===== src/rtl/snoop_bus_arbiter.sv =====
// Snoop bus arbiter: round-robin grant among three MSI processors, then a
// REQ/SNOOP/WB/MEM/DONE transaction sequence on the shared 11-bit bus.
module snoop_bus_arbiter #(
  parameter int SNOOP_CYCLES = 2,
  parameter int MEM_TIMEOUT  = 15
) (
  input  logic        clk,
  input  logic        rst_n,
  input  logic [2:0]  req,
  input  logic [10:0] p1_msg,
  input  logic [10:0] p2_msg,
  input  logic [10:0] p3_msg,
  input  logic [2:0]  flush,
  input  logic [10:0] mem_msg,
  input  logic        mem_valid,
  output logic [2:0]  gnt,
  output logic [10:0] bus_msg,
  output logic        bus_valid,
  output logic        mem_req,
  output logic        done,
  output logic        timeout_err
);

  typedef enum logic [2:0] {
    S_IDLE  = 3'd0,
    S_REQ   = 3'd1,
    S_SNOOP = 3'd2,
    S_WB    = 3'd3,
    S_MEM   = 3'd4,
    S_DONE  = 3'd5
  } state_t;

  typedef enum logic [1:0] {
    SEL_NONE = 2'd0,
    SEL_GNT  = 2'd1,
    SEL_HOLD = 2'd2,
    SEL_WB   = 2'd3
  } sel_t;

  localparam logic [2:0] SNOOP_LAST  = 3'(SNOOP_CYCLES - 1);
  localparam logic [7:0] TIMEOUT_CNT = 8'(MEM_TIMEOUT);

  state_t      state_r;
  sel_t        sel_r;
  logic [2:0]  gnt_r;
  logic [1:0]  last_r;
  logic [10:0] msg_r;
  logic [1:0]  op_r;
  logic [2:0]  flush_acc_r;
  logic [2:0]  wb_sel_r;
  logic [2:0]  snoop_cnt_r;
  logic [7:0]  mem_cnt_r;
  logic        bus_valid_r;
  logic        mem_req_r;
  logic        done_r;
  logic        timeout_err_r;

  logic [2:0]  pick_s;
  logic [1:0]  gid_s;
  logic [10:0] gmsg_s;
  logic [2:0]  acc_s;
  logic [10:0] base_msg_s;

  // First requester strictly after the last granted id, cycling 1->2->3->1.
  function automatic logic [2:0] rr_pick(input logic [2:0] r, input logic [1:0] last);
    logic [2:0] p;
    p = 3'b000;
    case (last)
      2'd1:    p = r[1] ? 3'b010 : (r[2] ? 3'b100 : (r[0] ? 3'b001 : 3'b000));
      2'd2:    p = r[2] ? 3'b100 : (r[0] ? 3'b001 : (r[1] ? 3'b010 : 3'b000));
      default: p = r[0] ? 3'b001 : (r[1] ? 3'b010 : (r[2] ? 3'b100 : 3'b000));
    endcase
    return p;
  endfunction

  function automatic logic [2:0] lowest_one(input logic [2:0] v);
    logic [2:0] p;
    p = v[0] ? 3'b001 : (v[1] ? 3'b010 : (v[2] ? 3'b100 : 3'b000));
    return p;
  endfunction

  function automatic logic [1:0] onehot_id(input logic [2:0] oh);
    logic [1:0] id;
    case (oh)
      3'b001:  id = 2'd1;
      3'b010:  id = 2'd2;
      3'b100:  id = 2'd3;
      default: id = 2'd0;
    endcase
    return id;
  endfunction

  function automatic logic [10:0] msg_of(input logic [2:0] oh, input logic [10:0] m1,
                                         input logic [10:0] m2, input logic [10:0] m3);
    logic [10:0] m;
    case (oh)
      3'b001:  m = m1;
      3'b010:  m = m2;
      3'b100:  m = m3;
      default: m = 11'd0;
    endcase
    return m;
  endfunction

  assign pick_s = rr_pick(req, last_r);
  assign gid_s  = onehot_id(gnt_r);
  assign gmsg_s = msg_of(gnt_r, p1_msg, p2_msg, p3_msg);
  // The granted processor's own flush bit never counts as a supplier.
  assign acc_s  = flush_acc_r | (flush & ~gnt_r);

  // Bus source mux driven by the registered select.
  always_comb begin
    base_msg_s = 11'd0;
    case (sel_r)
      SEL_GNT:  base_msg_s = gmsg_s;
      SEL_HOLD: base_msg_s = msg_r;
      SEL_WB:   base_msg_s = msg_of(wb_sel_r, p1_msg, p2_msg, p3_msg);
      default:  base_msg_s = 11'd0;
    endcase
  end

  assign bus_msg = (state_r == S_MEM && mem_valid) ? mem_msg : base_msg_s;

  // Transaction FSM with all control outputs registered.
  always_ff @(posedge clk or negedge rst_n) begin
    if (!rst_n) begin
      state_r       <= S_IDLE;
      sel_r         <= SEL_NONE;
      gnt_r         <= 3'b000;
      last_r        <= 2'd3;
      msg_r         <= 11'd0;
      op_r          <= 2'b00;
      flush_acc_r   <= 3'b000;
      wb_sel_r      <= 3'b000;
      snoop_cnt_r   <= 3'd0;
      mem_cnt_r     <= 8'd0;
      bus_valid_r   <= 1'b0;
      mem_req_r     <= 1'b0;
      done_r        <= 1'b0;
      timeout_err_r <= 1'b0;
    end else begin
      case (state_r)
        S_IDLE, S_DONE: begin
          done_r <= 1'b0;
          if (req != 3'b000) begin
            gnt_r       <= pick_s;
            bus_valid_r <= 1'b1;
            sel_r       <= SEL_GNT;
            state_r     <= S_REQ;
          end else begin
            state_r <= S_IDLE;
          end
        end
        S_REQ: begin
          if (gmsg_s[10:9] == 2'b00) begin
            gnt_r       <= 3'b000;
            bus_valid_r <= 1'b0;
            sel_r       <= SEL_NONE;
            last_r      <= gid_s;
            state_r     <= S_IDLE;
          end else begin
            op_r        <= gmsg_s[10:9];
            msg_r       <= gmsg_s;
            sel_r       <= SEL_HOLD;
            snoop_cnt_r <= 3'd0;
            flush_acc_r <= 3'b000;
            state_r     <= S_SNOOP;
          end
        end
        S_SNOOP: begin
          flush_acc_r <= acc_s;
          if (snoop_cnt_r == SNOOP_LAST) begin
            bus_valid_r <= 1'b0;
            if (op_r == 2'b11) begin
              done_r  <= 1'b1;
              gnt_r   <= 3'b000;
              sel_r   <= SEL_NONE;
              last_r  <= gid_s;
              state_r <= S_DONE;
            end else if (acc_s != 3'b000) begin
              wb_sel_r  <= lowest_one(acc_s);
              sel_r     <= SEL_WB;
              mem_req_r <= 1'b1;
              state_r   <= S_WB;
            end else begin
              mem_cnt_r <= 8'd0;
              mem_req_r <= 1'b1;
              state_r   <= S_MEM;
            end
          end else begin
            snoop_cnt_r <= snoop_cnt_r + 3'd1;
          end
        end
        S_WB: begin
          sel_r     <= SEL_HOLD;
          mem_cnt_r <= 8'd0;
          state_r   <= S_MEM;
        end
        S_MEM: begin
          // Timeout pulse occupies the last MEM cycle, so DONE follows it.
          if (mem_valid || mem_cnt_r == TIMEOUT_CNT) begin
            done_r        <= 1'b1;
            gnt_r         <= 3'b000;
            mem_req_r     <= 1'b0;
            timeout_err_r <= 1'b0;
            sel_r         <= SEL_NONE;
            last_r        <= gid_s;
            state_r       <= S_DONE;
          end else begin
            mem_cnt_r     <= mem_cnt_r + 8'd1;
            timeout_err_r <= ((mem_cnt_r + 8'd1) == TIMEOUT_CNT);
          end
        end
        default: begin
          state_r     <= S_IDLE;
          sel_r       <= SEL_NONE;
          gnt_r       <= 3'b000;
          bus_valid_r <= 1'b0;
          mem_req_r   <= 1'b0;
          done_r      <= 1'b0;
        end
      endcase
    end
  end

  assign gnt         = gnt_r;
  assign bus_valid   = bus_valid_r;
  assign mem_req     = mem_req_r;
  assign done        = done_r;
  assign timeout_err = timeout_err_r;

endmodule


===== config.mk =====
export PLATFORM = sky130hd
export DESIGN_NAME = snoop_bus_arbiter
export DESIGN_NICKNAME = d
export VERILOG_FILES = /design/src/rtl/snoop_bus_arbiter.sv
export SDC_FILE = /design/constraint.sdc
export NUM_CORES = 1
export LEC_CHECK = 0
export ABC_AREA = 1
export BUFFER_PORTS_ARGS = -buffer_cell sky130_fd_sc_hd__buf_2
export CORE_ASPECT_RATIO = 0.8
export CORE_MARGIN = 4
export CORE_UTILIZATION = 55
export DETAILED_ROUTE_END_ITERATION = 10
export GPL_ROUTABILITY_DRIVEN = 0
export MAX_ROUTING_LAYER = met4
export PLACE_DENSITY = 0.81
export SETUP_SLACK_MARGIN = 0.05
export SLEW_MARGIN = 20
export SYNTH_ARGS = -nofsm -noshare
export SYNTH_HDL_FRONTEND = slang
export SYNTH_SLANG_ARGS = --single-unit

===== constraint.sdc =====
create_clock -name clk -period 1.7 [get_ports clk]
set_input_delay 0.085 -clock clk [delete_from_list [all_inputs] [get_ports clk]]
set_output_delay 0.085 -clock clk [all_outputs]
set_load 0.005 [all_outputs]

==> flow_summary.toml <==
[run_status]
status = "finished with violations"
violations = "setup timing"

[power_and_ir_drop]
peakVddDrop_mv = 0.874
power.density_mw_per_mm2 = 1600
p_leak_nw = 2.34

[finish]
diodes = 0
drive_gt1_share_pct = 29.7
final_cells = 661
fin_nets = 642
synthToLayoutAreaGrowth_pct = 30.2

[timing]
finalMaxSlewViolations = 0
fin_skew_ps = 6.70
tightest_slew_ps = 475
fmax_mhz = 562
setup_viol = 11
min_period_ps = 1780
slew_headroom_pct = 68.3
hold_violations = 0
fin_worst_hold_slack_ps = 68.6
rsz0062_at_grt = "yes"
fin_tns_setup_ps = -527
period_share_pct = 105
fin_ws_ps = -78.0

[detailed_routing]
drt_iter0_markers = 286
antenna_left = 0
vias = 3635
wire_per_inst_um = 14.0
first_pass_iters = 7
routed_via_density = 5.50
wirelength_mm = 9.26
drc_errors = 0

[clock_network]
clock_path_buffers = 2
cts_made_buffers = 5
cts.clk_slew.worst_paths_ps = 80
h-tree-depth = 2
clkLatencyLatePin_ps = 300
cts_tree = "done"
clock_sinks = 42
cts-root-buf = "clkbuf_8"

[synth]
synth-simple-area-share_pct = 49.2
netlist_area_mm2 = 0.00313
synth_cell_type_count = 39
ys_ff_latch = 42
synth_top_family_by_area = "simple AND/OR/NAND/NOR gates"
synth-xor-area-share_pct = 1.12
ys_seq_area_share_pct = 33.7
ys_warn_count = 0
synthAdderAreaFrac_pct = 2.40
syn_nets = 547
synth.avg_cell_area_um2 = 6.41
synth-compound-area-share_pct = 5.76
muxShareOfSynthArea_pct = 0
netlist_instances = 488

[worst_setup_path]
path_class = "reg2out"
max_stage_delay_ps = 450
reg2reg_slack_ps = 80
cp_top_family = "simple AND/OR/NAND/NOR gates"
crit_start = "gnt[0]$_DFFE_PN0P_"
reg2reg_to = "msg_r[3]$_DFFE_PN0P_"
worstPathMaxFanout = 10
crit_path_end_kind = "output pin"
required_ps = 1620
crit_chain = "inv_4 > nor3_4 > buf_12 > nand2_1 > nand3_2 > nand2_1 > nand3_1 > nand2_1 > nand2_1 > buf_2"
crit_slowest_cell = "dfrtp_2"
crit_buf_inv = 3
crit_cells = 10
cp-start-kind = "flip-flop"
worst_r2r_path_depth = 8
crit_end = "bus_msg[5]"
critical_path_arrival_ps = 1690
r2r_start = "gnt[1]$_DFFE_PN0P_"
cpMostUsedCell = "nand2_1"

[global_routing]
track_usage_pct = 27.1
grt_pass1_wl_mm = 14.8
gr-total-overflow = 0
antenna_found_initial = 0
grt_max_degree = 25
grt_pass1_vias = 3309

[place]
placed_cells = 639
hpwl_mm = 6.73
portBuffers = 70

[floorplan]
die_w_um = 92.3
core-area_mm2 = 0.00550
die_h_um = 75.5
start_util_pct = 56.9
die_area_mm2 = 0.00697
io_pins = 71
fp-row-count = 24

[run]
cap_violations = 0

[worst_hold_path]
hp-class = "in2reg"
-- per-layer routing --
metal,routed length [um],vias to the layer above,global-route usage (%)
li1,-,1734,-
met1,3960,1702,34.2
met2,4430,165,44.7
met3,686,34,4.74
met4,185,0,9.23
met5,0,-,-
-- layout by cell type (no fill, tap or decap), types with 3 or more instances in the layout --
master    count
inv_1        33
o21ai_1       9
nor2_4        8
nand2_4       5
ha_1          6
nor2_2        3
buf_2        70
nand2_1     228
clkbuf_8      6
inv_4         5
buf_4        21
buf_12        4
nand3_2      14
nand4_1       5
o21ai_0       6
a21oi_1       6
inv_2         7
dfrtp_1      36
dfrtp_2       4
nor3_1        5
nand3_1      45
nand2_2       8
nor2_1       15
or2_2         3
-- tightest hold or removal path, stage by stage --
cell     delay, ps
buf_2          110
nand3_1         70
a21oi_1         60
-- cell families after synthesis --
family / Yosys count
buf+inv: 58
xor+xnor: 4
fa+ha+maj: 6
flops: 42
compound gates: 30
simple gates: 348
-- cells in the mapped netlist, drive strengths merged --
cell type	count	area, um^2
nand2	241	927
nand3	61	333
inv	45	171
dfrtp	40	1000
nor2	26	133
o21ai	16	91.3
buf	10	62.6
nor3	8	56.3
a21oi	7	38.8
ha	6	75.1
nand4	5	31.3
nand3b	3	35.0
or2	3	18.8
a31oi	2	12.5
clkbuf	2	7.51
dfstp	2	52.6
o21bai	2	15.0
o31ai	2	15.0
xnor2	2	17.5
xor2	2	17.5
and2	1	6.26
clkinv	1	3.75
o211ai	1	7.51
-- sequential cells by signal, summed over array words and instances, names as in the netlist, 3 cells and up --
name,flops
wb_sel_r,3
flush_acc_r,3
mem_cnt_r,8
gnt,3
msg_r,10
snoop_cnt_r,3
state_r,3
-- where the power goes --
part | leakage (nW) | internal, mW | switching [mW] | total, mW
Sequential | 0.541 | 1.39 | 0.321 | 1.71
Clock | 0.0573 | 0.470 | 0.353 | 0.823
Combinational | 1.74 | 1.60 | 2.39 | 3.99
-- worst min-delay path by stage --
stage | start | endpoint | slack, ps | cells after the start
5_1_grt | flush[0] | flush_acc_r[0]$_DFFE_PN0P_ | 80 | 3
2_1_floorplan | rst_n | bus_valid$_DFFE_PN0P_ | -210 | 0
6_report | flush[0] | flush_acc_r[0]$_DFFE_PN0P_ | 70 | 3
3_3_place_gp | rst_n | snoop_cnt_r[0]$_DFFE_PN0P_ | 60 | 1
4_1_cts | flush[0] | flush_acc_r[0]$_DFFE_PN0P_ | 60 | 3
3_5_place_dp | rst_n | snoop_cnt_r[0]$_DFFE_PN0P_ | 70 | 1
-- area by class of cell --
| class | instances | area (um^2) |
|---|---|---|
| Inverter | 46 | 185 |
| Sequential cell | 42 | 1060 |
| Timing Repair inverter | 1 | 7.51 |
| Fill cell | 440 | 1420 |
| Clock inverter | 1 | 30.0 |
| Clock buffer | 6 | 82.6 |
| Multi-Input combinational cell | 388 | 1980 |
| Timing Repair Buffer | 99 | 636 |
| Tap cell | 78 | 97.6 |
-- timing repair --
item	4_1_cts	5_1_grt
buffers inserted	8	5
resized for setup	26	21
hold buffers	1	0
hold endpoints to repair	18	0
endpoints found under the setup margin	14	43
pin swaps	6	7
gates cloned	1	0
-- metrics by stage --
| stage | total power [mW] | instance area, um^2 | util [%] | setup slack, ps |
|---|---|---|---|---|
| floorplan | 4.00 | 3130 | - | 196 |
| global placement | 5.05 | 3670 | 66.8 | 110 |
| detailed placement | 5.16 | 3670 | 66.8 | 59.6 |
| CTS | 6.22 | 3960 | 72.0 | -61.3 |
| global route | 7.06 | 4070 | 74.1 | -215 |
| finish | 6.52 | 4070 | 74.1 | -78.0 |
Note: power is estimated with default switching activity, not from simulation.
